$ cat config.mk
export PLATFORM = sky130hd
export DESIGN_NAME = countdown_ctrl
export DESIGN_NICKNAME = d
export VERILOG_FILES = /design/src/rtl/countdown_pkg.sv /design/src/rtl/dcount_core.sv /design/src/rtl/countdown_ctrl.sv
export SDC_FILE = /design/constraint.sdc
export NUM_CORES = 1
export LEC_CHECK = 0
export CAP_MARGIN = 40
export CORE_ASPECT_RATIO = 1.75
export CORE_MARGIN = 1
export CORE_UTILIZATION = 30
export CTS_CLUSTER_SIZE = 28
export DETAILED_ROUTE_END_ITERATION = 10
export PLACE_DENSITY = 0.53
export SETUP_SLACK_MARGIN = 0.5
export SYNTH_ARGS = -nofsm -noshare
export SYNTH_HDL_FRONTEND = slang
export SYNTH_HIERARCHICAL = 1
export SYNTH_SLANG_ARGS = --single-unit
$ cat constraint.sdc
create_clock -name clk -period 3 [get_ports clk]
set_input_delay 0.3 -clock clk [delete_from_list [all_inputs] [get_ports clk]]
set_output_delay 0.3 -clock clk [all_outputs]
set_load 0.01 [all_outputs]
$ cat src/rtl/countdown_pkg.sv
// State encoding and small helpers shared by the countdown controller.
package countdown_pkg;

  localparam logic [2:0] ST_IDLE  = 3'd0;
  localparam logic [2:0] ST_LOAD  = 3'd1;
  localparam logic [2:0] ST_RUN   = 3'd2;
  localparam logic [2:0] ST_PAUSE = 3'd3;
  localparam logic [2:0] ST_DONE  = 3'd4;

  typedef enum logic [2:0] {
    CD_IDLE  = ST_IDLE,
    CD_LOAD  = ST_LOAD,
    CD_RUN   = ST_RUN,
    CD_PAUSE = ST_PAUSE,
    CD_DONE  = ST_DONE
  } cd_state_t;

  // States in which a countdown is considered active.
  function automatic logic is_busy(cd_state_t s);
    return s inside {CD_LOAD, CD_RUN, CD_PAUSE};
  endfunction

endpackage

$ cat src/rtl/dcount_core.sv
// DW-bit down-counter register: clear beats load beats decrement; never wraps below 0.
module dcount_core #(
  parameter int unsigned DW = 8
) (
  input  logic          clk,
  input  logic          reset,
  input  logic          clear,
  input  logic          load,
  input  logic          dec_en,
  input  logic [DW-1:0] load_val,
  output logic [DW-1:0] count
);

  always_ff @(posedge clk or posedge reset) begin
    if (reset) begin
      count <= '0;
    end else if (clear) begin
      count <= '0;
    end else if (load) begin
      count <= load_val;
    end else if (dec_en && (count != '0)) begin
      count <= count - DW'(1);
    end
  end

endmodule

$ cat src/rtl/countdown_ctrl.sv
// Countdown controller: FSM around dcount_core with pause/abort.
// Define COUNTDOWN_AUTO_RELOAD_EN to restart from the captured value at each zero.
import countdown_pkg::*;

module countdown_ctrl #(
  parameter int unsigned DW           = 8,
  parameter int unsigned LOAD_DEFAULT = 7
) (
  input  logic          clk,
  input  logic          reset,
  input  logic          start,
  input  logic          use_default,
  input  logic [DW-1:0] load_val,
  input  logic          pause,
  input  logic          abort,
  output logic [DW-1:0] count,
  output logic          busy,
  output logic          done
);

  cd_state_t     state, state_nxt;
  logic [DW-1:0] v_q;
  logic          cap, ld, clr, dec, hit_zero, done_nxt;

  dcount_core #(.DW(DW)) u_core (
    .clk      (clk),
    .reset    (reset),
    .clear    (clr),
    .load     (ld),
    .dec_en   (dec),
    .load_val (v_q),
    .count    (count)
  );

  always_ff @(posedge clk or posedge reset) begin
    if (reset) begin
      state <= CD_IDLE;
      v_q   <= '0;
      busy  <= 1'b0;
      done  <= 1'b0;
    end else begin
      state <= state_nxt;
      busy  <= is_busy(state_nxt);
      done  <= done_nxt;
      if (cap) begin
        v_q <= use_default ? DW'(LOAD_DEFAULT) : load_val;
      end
    end
  end

  // Next state and datapath controls; abort always takes priority over pause.
  always_comb begin
    state_nxt = state;
    cap       = 1'b0;
    ld        = 1'b0;
    clr       = 1'b0;
    dec       = 1'b0;
    hit_zero  = 1'b0;
    case (state)
      CD_IDLE: begin
        if (start) begin
          state_nxt = CD_LOAD;
          cap       = 1'b1;
        end
      end
      CD_LOAD: begin
        if (abort) begin
          state_nxt = CD_IDLE;
          clr       = 1'b1;
        end else begin
          ld        = 1'b1;
          state_nxt = (v_q != '0) ? CD_RUN : CD_DONE;
        end
      end
      CD_RUN: begin
        if (abort) begin
          state_nxt = CD_IDLE;
          clr       = 1'b1;
        end else if (pause) begin
          state_nxt = CD_PAUSE;
        end else begin
          dec = 1'b1;
          if (count <= DW'(1)) begin
            hit_zero = 1'b1;
`ifdef COUNTDOWN_AUTO_RELOAD_EN
            state_nxt = CD_LOAD;
`else
            state_nxt = CD_DONE;
`endif
          end
        end
      end
      CD_PAUSE: begin
        if (abort) begin
          state_nxt = CD_IDLE;
          clr       = 1'b1;
        end else if (!pause) begin
          state_nxt = CD_RUN;
        end
      end
      CD_DONE: state_nxt = CD_IDLE;
      default: begin
        state_nxt = CD_IDLE;
        clr       = 1'b1;
      end
    endcase
    done_nxt = hit_zero || (state_nxt == CD_DONE);
  end

endmodule

== After elaboration in Yosys (flattened, before gate mapping) ==
Cells that the tools add are included.
Word-level totals
  logic and storage cells: 50
  register bits after elaboration: 21
Cells by class
  equality and inequality tests: 8
  add/sub/neg operators: 1
  reduce and logical (&&, ||, !) cells: 9
  muxes and demuxes: 26
  $lt $le $gt $ge: 1
Operator list (count)
  8-bit two-way mux: 4
  3-bit two-way mux: 8
  8-bit nonzero test: 2
  3-bit by 2-bit == test with 1-bit output (second input constant): 4
  1-bit two-way mux: 12
  3-bit one-hot mux with 4 select lines: 1
  8-bit by 1-bit <= comparator with 1-bit output (second input constant): 1
  8-bit by 1-bit subtractor with 8-bit output (second input constant): 1
  3-bit by 1-bit == test with 1-bit output (second input constant): 2
  3-bit == test (second input constant): 2
  3-bit nonzero test: 2
  3-bit logical NOT: 1
  3-bit OR reduction: 1
  1-bit one-hot mux with 2 select lines: 1
  2-bit OR reduction: 1
  1-bit logical AND: 1
  1-bit logical OR: 1

== Longest topological paths before layout ==
Gate-level depths: netlist of the first run.
  depth in word-level cells: 7
  mapped depth: 6

== Hierarchy ==
Netlist of the first run, hierarchy kept.
By module, submodules not included
  countdown_ctrl: sequential area each 325.3 um^2, instances 1, area each 616.8 um^2, cells each 59
  dcount_core: sequential area each 200.2 um^2, instances 1, area each 566.8 um^2, cells each 58

== Worst setup path after synthesis of the first run ==
Ideal clock, no wire load.
  path type: reg2reg
  start: register state[2]
  end: register u_core.count[3]
  path slack: 1128 ps
  path buffers: 0
  clock period less this slack: 1872 ps
  arrival: 1785 ps
  setup time: 87 ps
  stages on the path, launching flop included: 7
  path through: dfrtp_1 or3b_1 nor3_4 nor4b_4 a21boi_2 xnor2_1 a211oi_2
On the way
  cells in the longest elaborated chain, start to end: 4
Ends and longest elaborated chain
  from (decl): line countdown_ctrl.sv:21  | cd_state_t state, state_nxt;
  from (signal assigned): line countdown_ctrl.sv:42  | state <= state_nxt;
  3-bit by 2-bit == test with 1-bit output: line countdown_ctrl.sv:59  | case (state)
  1-bit two-way mux: line countdown_ctrl.sv:59
  named net dec: line countdown_ctrl.sv:23  | logic cap, ld, clr, dec, hit_zero, done_nxt;
  1-bit logical AND: line dcount_core.sv:21  | end else if (dec_en && (count != '0)) begin
  3-bit nonzero test (no line)
  to (signal assigned): line dcount_core.sv:20  | count <= load_val;
  to (signal assigned): line dcount_core.sv:22  | count <= count - DW'(1);
  to (decl): line dcount_core.sv:11  | output logic [DW-1:0] count
The timed path passes the listed nets, and every way through them passes these cells.
A chain may end at the register's enable or synchronous reset.

== Worst setup path in the final report of the first run ==
  start: input port abort
  end: register u_core.count[3]
On the way
  cells in the longest elaborated chain, start to end: 4
Ends and longest elaborated chain
  from (decl): line countdown_ctrl.sv:15  | input logic abort,
  1-bit two-way mux: line countdown_ctrl.sv:76  | if (abort) begin
  1-bit two-way mux: line countdown_ctrl.sv:59
  named net dec: line countdown_ctrl.sv:23
  1-bit logical AND: line dcount_core.sv:21
  3-bit nonzero test (no line)
The timed path passes the listed nets, and every way through them passes these cells.

==> run metrics, run 1 <==
status=completed; transition time at the pin with the least slew margin=between 0.7 and 0.8 ns; H-tree level count=1; unrepaired setup endpoints after global routing=no; sequential area share after synthesis=around 44%; antenna violations before repair=0; maximum number of pins on one net before global-route repair=18; Post-Synthesis Cell Area=1184 µm²; Num CTS Buffers=3; row count=29; Sw Ratio=about two fifths; critical path required time=between 3 and 4 ns; Top FF cell, synth=sky130_fd_sc_hd__dfrtp_1; overall track demand over capacity in global routing=between 10% and 20%; Async S/R FF share, synth=100.0%; count of flip-flops with a built-in enable after synthesis=0; number of inserted diodes=0; synthesized instance count=between 100 and 150; core area=about 3700 µm²; Die Area=4211 µm²; Tmin final=around 2.1 ns; crit path kind=input pin to flip-flop; library cell with the largest summed area after synthesis=sky130_fd_sc_hd__dfrtp_1; final max-slew violation count=0; most repeated cell in the gate-level netlist after synthesis=sky130_fd_sc_hd__dfrtp_1; kind of path behind the tightest hold check=input pin to asynchronous set/reset pin; Leakage Power=~0.00059 µW; count of vias placed by the detailed router=around 960; net count after synthesis=roughly 130; count of yosys warnings during synthesis=6; Congestion Overflow GR=0; slack of the worst reg-to-reg path=~0.90 ns; fmax=approximately 470 MHz; internal power summed over all cells=782.3 µW; share of layout cells above drive strength 1=11.97%; maximum fanout along the worst path=6; TritonCTS clock tree=built; number of ports placed on the die boundary=24; number of global-route vias before repair=~970; post-CTS clock slew at the launch and capture registers of the worst setup and hold paths=around 0.080 ns; horizontal die dimension=roughly 49 µm; power spent charging and discharging nets=roughly 560 µW; cell area after layout=between 1500 and 2000 µm²; number of DRC markers in iteration 0=22; clock share of power=between 10% and 20%; Max Cap Violations=0; maximum buffer depth of the clock tree=2; worst slack on hold paths=between 0.3 and 0.4 ns; routed wirelength normalized by instance count=roughly 14 µm; number of hold-slack violations in the final timing report=0; routed vias/inst=about 5; Worst Clk Skew=0.007268 ns; distinct cell type count after synthesis=39; Critical Path Start Type=input pin; final setup fails=0; clock net sink count=21; post-detailed-placement half-perimeter wirelength=around 2000 µm; post-synthesis sequential element count=21; total power density per cell area=just under 900 nW/µm²; clock latency at the later pin of the worst-skew pair=about 0.27 ns; antenna viol nets, final=0; cell at the root of the clock tree=sky130_fd_sc_hd__clkbuf_8; Area growth, synth to finish=27.80%; CTS resizes=0; die span in y=about 85 µm; cell count of the worst reg-to-reg path=6; Critical Path Start=abort; Hold Buf Count CTS=0; final layout net count=approximately 160; worst r2r dst=u_core/count[3]; CP endpoint kind=flip-flop; power share of the combinational group=between 40% and 50%; routability congestion estimate from global placement=~0.83; final-layout fill cell count=around 400; total negative setup slack=0 ns; routed wire length=2554 µm; headroom to the max-slew limit=approximately 50%; number of buffer cells added on primary ports=23; sequential share of power=between 40% and 50%; VDD IR-drop max=0.0004173 V; period utilisation layout=between 70% and 80%; post-detailed-route DRC marker count=0; global-route wire length before repair=4395 µm; post-CTS repair timing setup buffer count=0; source of the worst register-to-register timing path=state[2]; area share of the largest cell type after synthesis=between 40% and 50%; largest cells by area after synthesis=sky130_fd_sc_hd__dfrtp_1 44%, sky130_fd_sc_hd__nor2_1 5.4%, sky130_fd_sc_hd__nor4b_4 4.0%, sky130_fd_sc_hd__nand3b_1 3.8%, sky130_fd_sc_hd__a21oi_1 3.4%; Synth Area per Inst=between 10 and 15 µm²; number of optimization iterations in the first detailed-route pass=4; cell area reported after detailed placement=approximately 1500 µm²; arrival time worst endpoint=around 2.3 ns; most common library cells after synthesis=21 x sky130_fd_sc_hd__dfrtp_1, 17 x sky130_fd_sc_hd__nor2_1, 9 x sky130_fd_sc_hd__inv_1; initial cell density of the core=roughly a third
power by group through the flow:
stage                     combinational (µW)  sequential, µW  clock [µW]
after floorplan                          389             549           0
after global placement                   603             557           0
after detailed placement                 607             561           0
after CTS                                612             554         196
after global routing                     667             574         205
final                                    607             552         188
per-stage QoR:
step	instances	total power, µW	setup slack, ns	util, %
CTS	188	1362	0.8851	40.87
global placement	184	1160	0.6992	39.55
floorplan	117	938.0	1.128	-
finish	188	1347	0.8840	40.87
global route	188	1445	0.7702	40.87
detailed placement	184	1168	0.6072	39.55
layout by cell type, fill, tap and decap left out, types with 2 or more instances in the layout:
cell                              Yosys  routed
sky130_fd_sc_hd__nand3b_1             6       6
sky130_fd_sc_hd__ha_1                 2       2
sky130_fd_sc_hd__a31o_1               2       2
sky130_fd_sc_hd__clkdlybuf4s50_1      0      23
sky130_fd_sc_hd__nor3_1               2       2
sky130_fd_sc_hd__a211oi_2             2       2
sky130_fd_sc_hd__dfrtp_1             21      21
sky130_fd_sc_hd__nand2_1              4       4
sky130_fd_sc_hd__a31oi_1              2       2
sky130_fd_sc_hd__inv_1                9       9
sky130_fd_sc_hd__nor4_1               5       5
sky130_fd_sc_hd__nor4b_4              2       2
sky130_fd_sc_hd__o21ai_0              5       5
sky130_fd_sc_hd__xnor2_1              3       3
sky130_fd_sc_hd__nor2_1              17      17
sky130_fd_sc_hd__a21oi_1              8       8
sky130_fd_sc_hd__clkbuf_8             0       3
sky130_fd_sc_hd__a21boi_2             2       2
sky130_fd_sc_hd__a211oi_1             3       3
routing by layer:
| layer | track usage [%] | vias to the layer above | share of wire, % |
|---|---|---|---|
| met5 | 0 | - | 0 |
| met4 | 8.831 | 0 | 3.1 |
| met3 | 1.792 | 7 | 3.6 |
| met2 | 23.54 | 32 | 53 |
| met1 | 15.07 | 440 | 40 |
| li1 | - | 477 | - |
state kept, by name (all words and copies together), names as in the netlist:
name	cells
busy	1
done	1
state	3
u_core/count	8
v_q	8
layout make-up:
cell class | instances | area (µm²) | area share (%)
Clock inverter | 1 | 7.507 | 0.4963
Clock buffer | 3 | 41.29 | 2.730
Inverter | 10 | 37.54 | 2.481
Sequential cell | 21 | 525.5 | 34.74
Tap cell | 46 | 57.56 | 3.805
Timing Repair Buffer | 24 | 237.7 | 15.72
Multi-Input combinational cell | 83 | 605.6 | 40.03
worst max-delay path, stage by stage:
cell and delay [ns]:
sky130_fd_sc_hd__clkdlybuf4s50_1 0.46, sky130_fd_sc_hd__or3b_1 0.43, sky130_fd_sc_hd__nor3_4 0.24, sky130_fd_sc_hd__nor4b_4 0.29
sky130_fd_sc_hd__a21boi_2 0.25, sky130_fd_sc_hd__xnor2_1 0.10, sky130_fd_sc_hd__a211oi_2 0.23
how the worst max path moves through the flow:
stage / to / slack (ns) / cells past startpoint
2_1_floorplan: u_core/count[3] / 1.13 / 6
3_3_place_gp: u_core/count[3] / 0.70 / 7
3_5_place_dp: u_core/count[3] / 0.61 / 7
4_1_cts: u_core/count[3] / 0.89 / 7
5_1_grt: u_core/count[3] / 0.77 / 7
6_report: u_core/count[3] / 0.88 / 7
kinds of logic (layout without fill, tap and decap cells):
family                     count (synthesis)  after routing  synth area share (%)
DFF                                       21             21                 44.40
adders and majority gates                  2              2                 2.114
buffers and inverters                     13             38                 4.439
xor gates and xnor gates                   3              3                 2.220
AOI/OAI and AO/OA                         30             30                 17.97
muxes                                      1              1                0.8457
and+or+nand+nor                           47             47                 28.01
No activity file was read; power rests on OpenSTA's default activity.
==> run 2: changes to the inputs <==
==> constraint.sdc (replaced) <==
create_clock -name clk -period 2 [get_ports clk]
set_input_delay 0.2 -clock clk [delete_from_list [all_inputs] [get_ports clk]]
set_output_delay 0.2 -clock clk [all_outputs]
set_load 0.01 [all_outputs]
==> run 2 against run 1 <==
Setup slack got worse by 0.77 ns. Clock skew about the same. Hold slack got worse by 0.064 ns. Utilization increased by 5.6 points. Non-clock buffer count increased by 18. Largest cell class unchanged.
==> run metrics, run 2 (same netlist as run 1, synthesis figures left out) <==
count of vias placed by the detailed router=1027 (was 956); Num CTS Buffers=3 (unchanged); critical path required time=2.15 ns (was 3.18 ns); TritonCTS clock tree=built (unchanged); maximum buffer depth of the clock tree=2 (unchanged); VDD IR-drop max=0.0008154 V (was 0.0004173 V); clock net sink count=21 (unchanged); number of optimization iterations in the first detailed-route pass=4 (unchanged); Critical Path Start Type=flip-flop (was input pin); clock latency at the later pin of the worst-skew pair=0.26 ns (was 0.27 ns); Worst Clk Skew=0.006844 ns (was 0.007268 ns); number of inserted diodes=0 (unchanged); fmax=about 530 MHz; final setup fails=0 (unchanged); horizontal die dimension=49.48 µm (unchanged); maximum number of pins on one net before global-route repair=17 (was 18); initial cell density of the core=31.98% (unchanged); number of buffer cells added on primary ports=23 (unchanged); worst slack on hold paths=0.2494 ns (was 0.3139 ns); core area=3701 µm² (unchanged); unrepaired setup endpoints after global routing=yes (was no); wire length on met2=1743 µm (was 1360 µm); most common cell after layout, fill and taps aside=sky130_fd_sc_hd__clkdlybuf4s50_1 (unchanged); final max-slew violation count=0 (unchanged); slack of the worst reg-to-reg path=0.11 ns (was 0.90 ns); Tmin final=1.889 ns; routed wire length=3032 µm (was 2554 µm); number of DRC markers in iteration 0=17 (was 22); crit path kind=flip-flop to flip-flop (was input pin to flip-flop); Die Area=4211 µm² (unchanged); Congestion Overflow GR=0 (unchanged); maximum fanout along the worst path=4 (was 6); number of hold-slack violations in the final timing report=0 (unchanged); post-detailed-placement half-perimeter wirelength=2224 µm (was 2028 µm); routed wirelength normalized by instance count=14.72 µm (was 13.59 µm); antenna viol nets, final=0 (unchanged); Post-Route Utilization=46.52% (was 40.87%); number of global-route vias before repair=1116 (was 966); post-CTS clock slew at the launch and capture registers of the worst setup and hold paths=0.08 ns (about the same); kind of path behind the tightest hold check=input pin to asynchronous set/reset pin (unchanged); top metal layer carrying routed signals=met4 (unchanged); largest registers ranked by flip-flop count=u_core/count (8), v_q (8), state (3) (unchanged); transition time at the pin with the least slew margin=0.6130 ns (was 0.7486 ns); cell at the root of the clock tree=sky130_fd_sc_hd__clkbuf_8 (unchanged); overall track demand over capacity in global routing=15.84% (was 13.53%); total power density per cell area=1367 nW/µm² (was 890.3 nW/µm²); die span in y=85.10 µm (unchanged); routed vias/inst=4.985 (was 5.085); row count=29 (unchanged); CP endpoint kind=flip-flop (unchanged); length of routed wiring on met1=1125 µm (was 1019 µm); period utilisation layout=between 90% and 100%; post-detailed-route DRC marker count=0 (unchanged); status=completed (unchanged); Hold Buf Count CTS=0 (unchanged); Leakage Power=0.0007197 µW (was 0.0005903 µW); arrival time worst endpoint=2.04 ns (was 2.29 ns); antenna violations before repair=0 (unchanged); final layout net count=177 (was 159); global-route wire length before repair=5106 µm (was 4395 µm); number of ports placed on the die boundary=24 (unchanged); Max Cap Violations=0 (unchanged); Area growth, synth to finish=45.45% (was 27.80%); leading cell types in the layout, fill and taps excluded=21 x sky130_fd_sc_hd__clkdlybuf4s50_1, 17 x sky130_fd_sc_hd__dfrtp_1, 16 x sky130_fd_sc_hd__buf_4 (was 23 x sky130_fd_sc_hd__clkdlybuf4s50_1, 21 x sky130_fd_sc_hd__dfrtp_1, 17 x sky130_fd_sc_hd__nor2_1); Final Power=2353 µW (was 1347 µW); routability congestion estimate from global placement=0.8833 (was 0.8333); headroom to the max-slew limit=58.83% (was 49.91%); share of layout cells above drive strength 1=30.00% (was 11.97%); H-tree level count=1 (unchanged); wire length on met3=115 µm (was 93 µm)
[run 2: metal layers]
metal / track usage, % / vias up
li1: - / 509
met1: 17.85 / 485
met2: 29.64 / 29
met3: 1.792 / 4
met4: 5.974 / 0
met5: 0 / -
[run 2: area by class of cell]
type                    instances  area [µm²]
clock buffers                   3       41.29
clock inverters                 1       5.005
fillers                       378        1979
inverters                      10       37.54
multi-input cells              83       660.6
flip-flops and latches         21       530.5
well taps                      46       57.56
repair buffers                 42       389.1
[run 2: metrics by stage]
step	TNS (ns)	instance area, µm²	cells	setup slack, ns
after floorplan	0	1186	117	0.1480
after global placement	-0.1447	1541	194	-0.06973
after detailed placement	-0.4052	1541	194	-0.1026
after CTS	0	1618	201	0.1436
after global routing	0	1722	206	0.02670
final	0	1722	206	0.1107
[run 2: critical path, cell delays in order (launching register included)]
cell                       delay (ns)
sky130_fd_sc_hd__dfrtp_1         0.38
sky130_fd_sc_hd__or3b_4          0.41
sky130_fd_sc_hd__nor3_4          0.18
sky130_fd_sc_hd__buf_4           0.15
sky130_fd_sc_hd__buf_6           0.08
sky130_fd_sc_hd__a21boi_4        0.21
sky130_fd_sc_hd__nor4_1          0.07
sky130_fd_sc_hd__a221o_1         0.28
[run 2: report_power, final]
group	internal, µW	switching, µW
logic	639	612
registers	594	224
clock network	139	145
[run 2: path summary, 6_finish.rpt]
kind                        startpoint         endpoint  depth (start not counted)
min reg2reg                     v_q[5]           v_q[5]                          2
min in group clk           load_val[6]           v_q[6]                          3
max reg2reg                   state[2]  u_core/count[1]                          7
min                              reset  u_core/count[1]                          2
max                           state[2]  u_core/count[1]                          7
max in group asynchronous        reset           v_q[7]                          2
[run 2: what timing repair did]
item | 4_1_cts | 5_1_grt
buffers inserted | 3 | 4
resized for setup | 4 | 21
pin swaps | 4 | 6
cloned | 0 | 1
setup endpoints to repair | 14 | 25
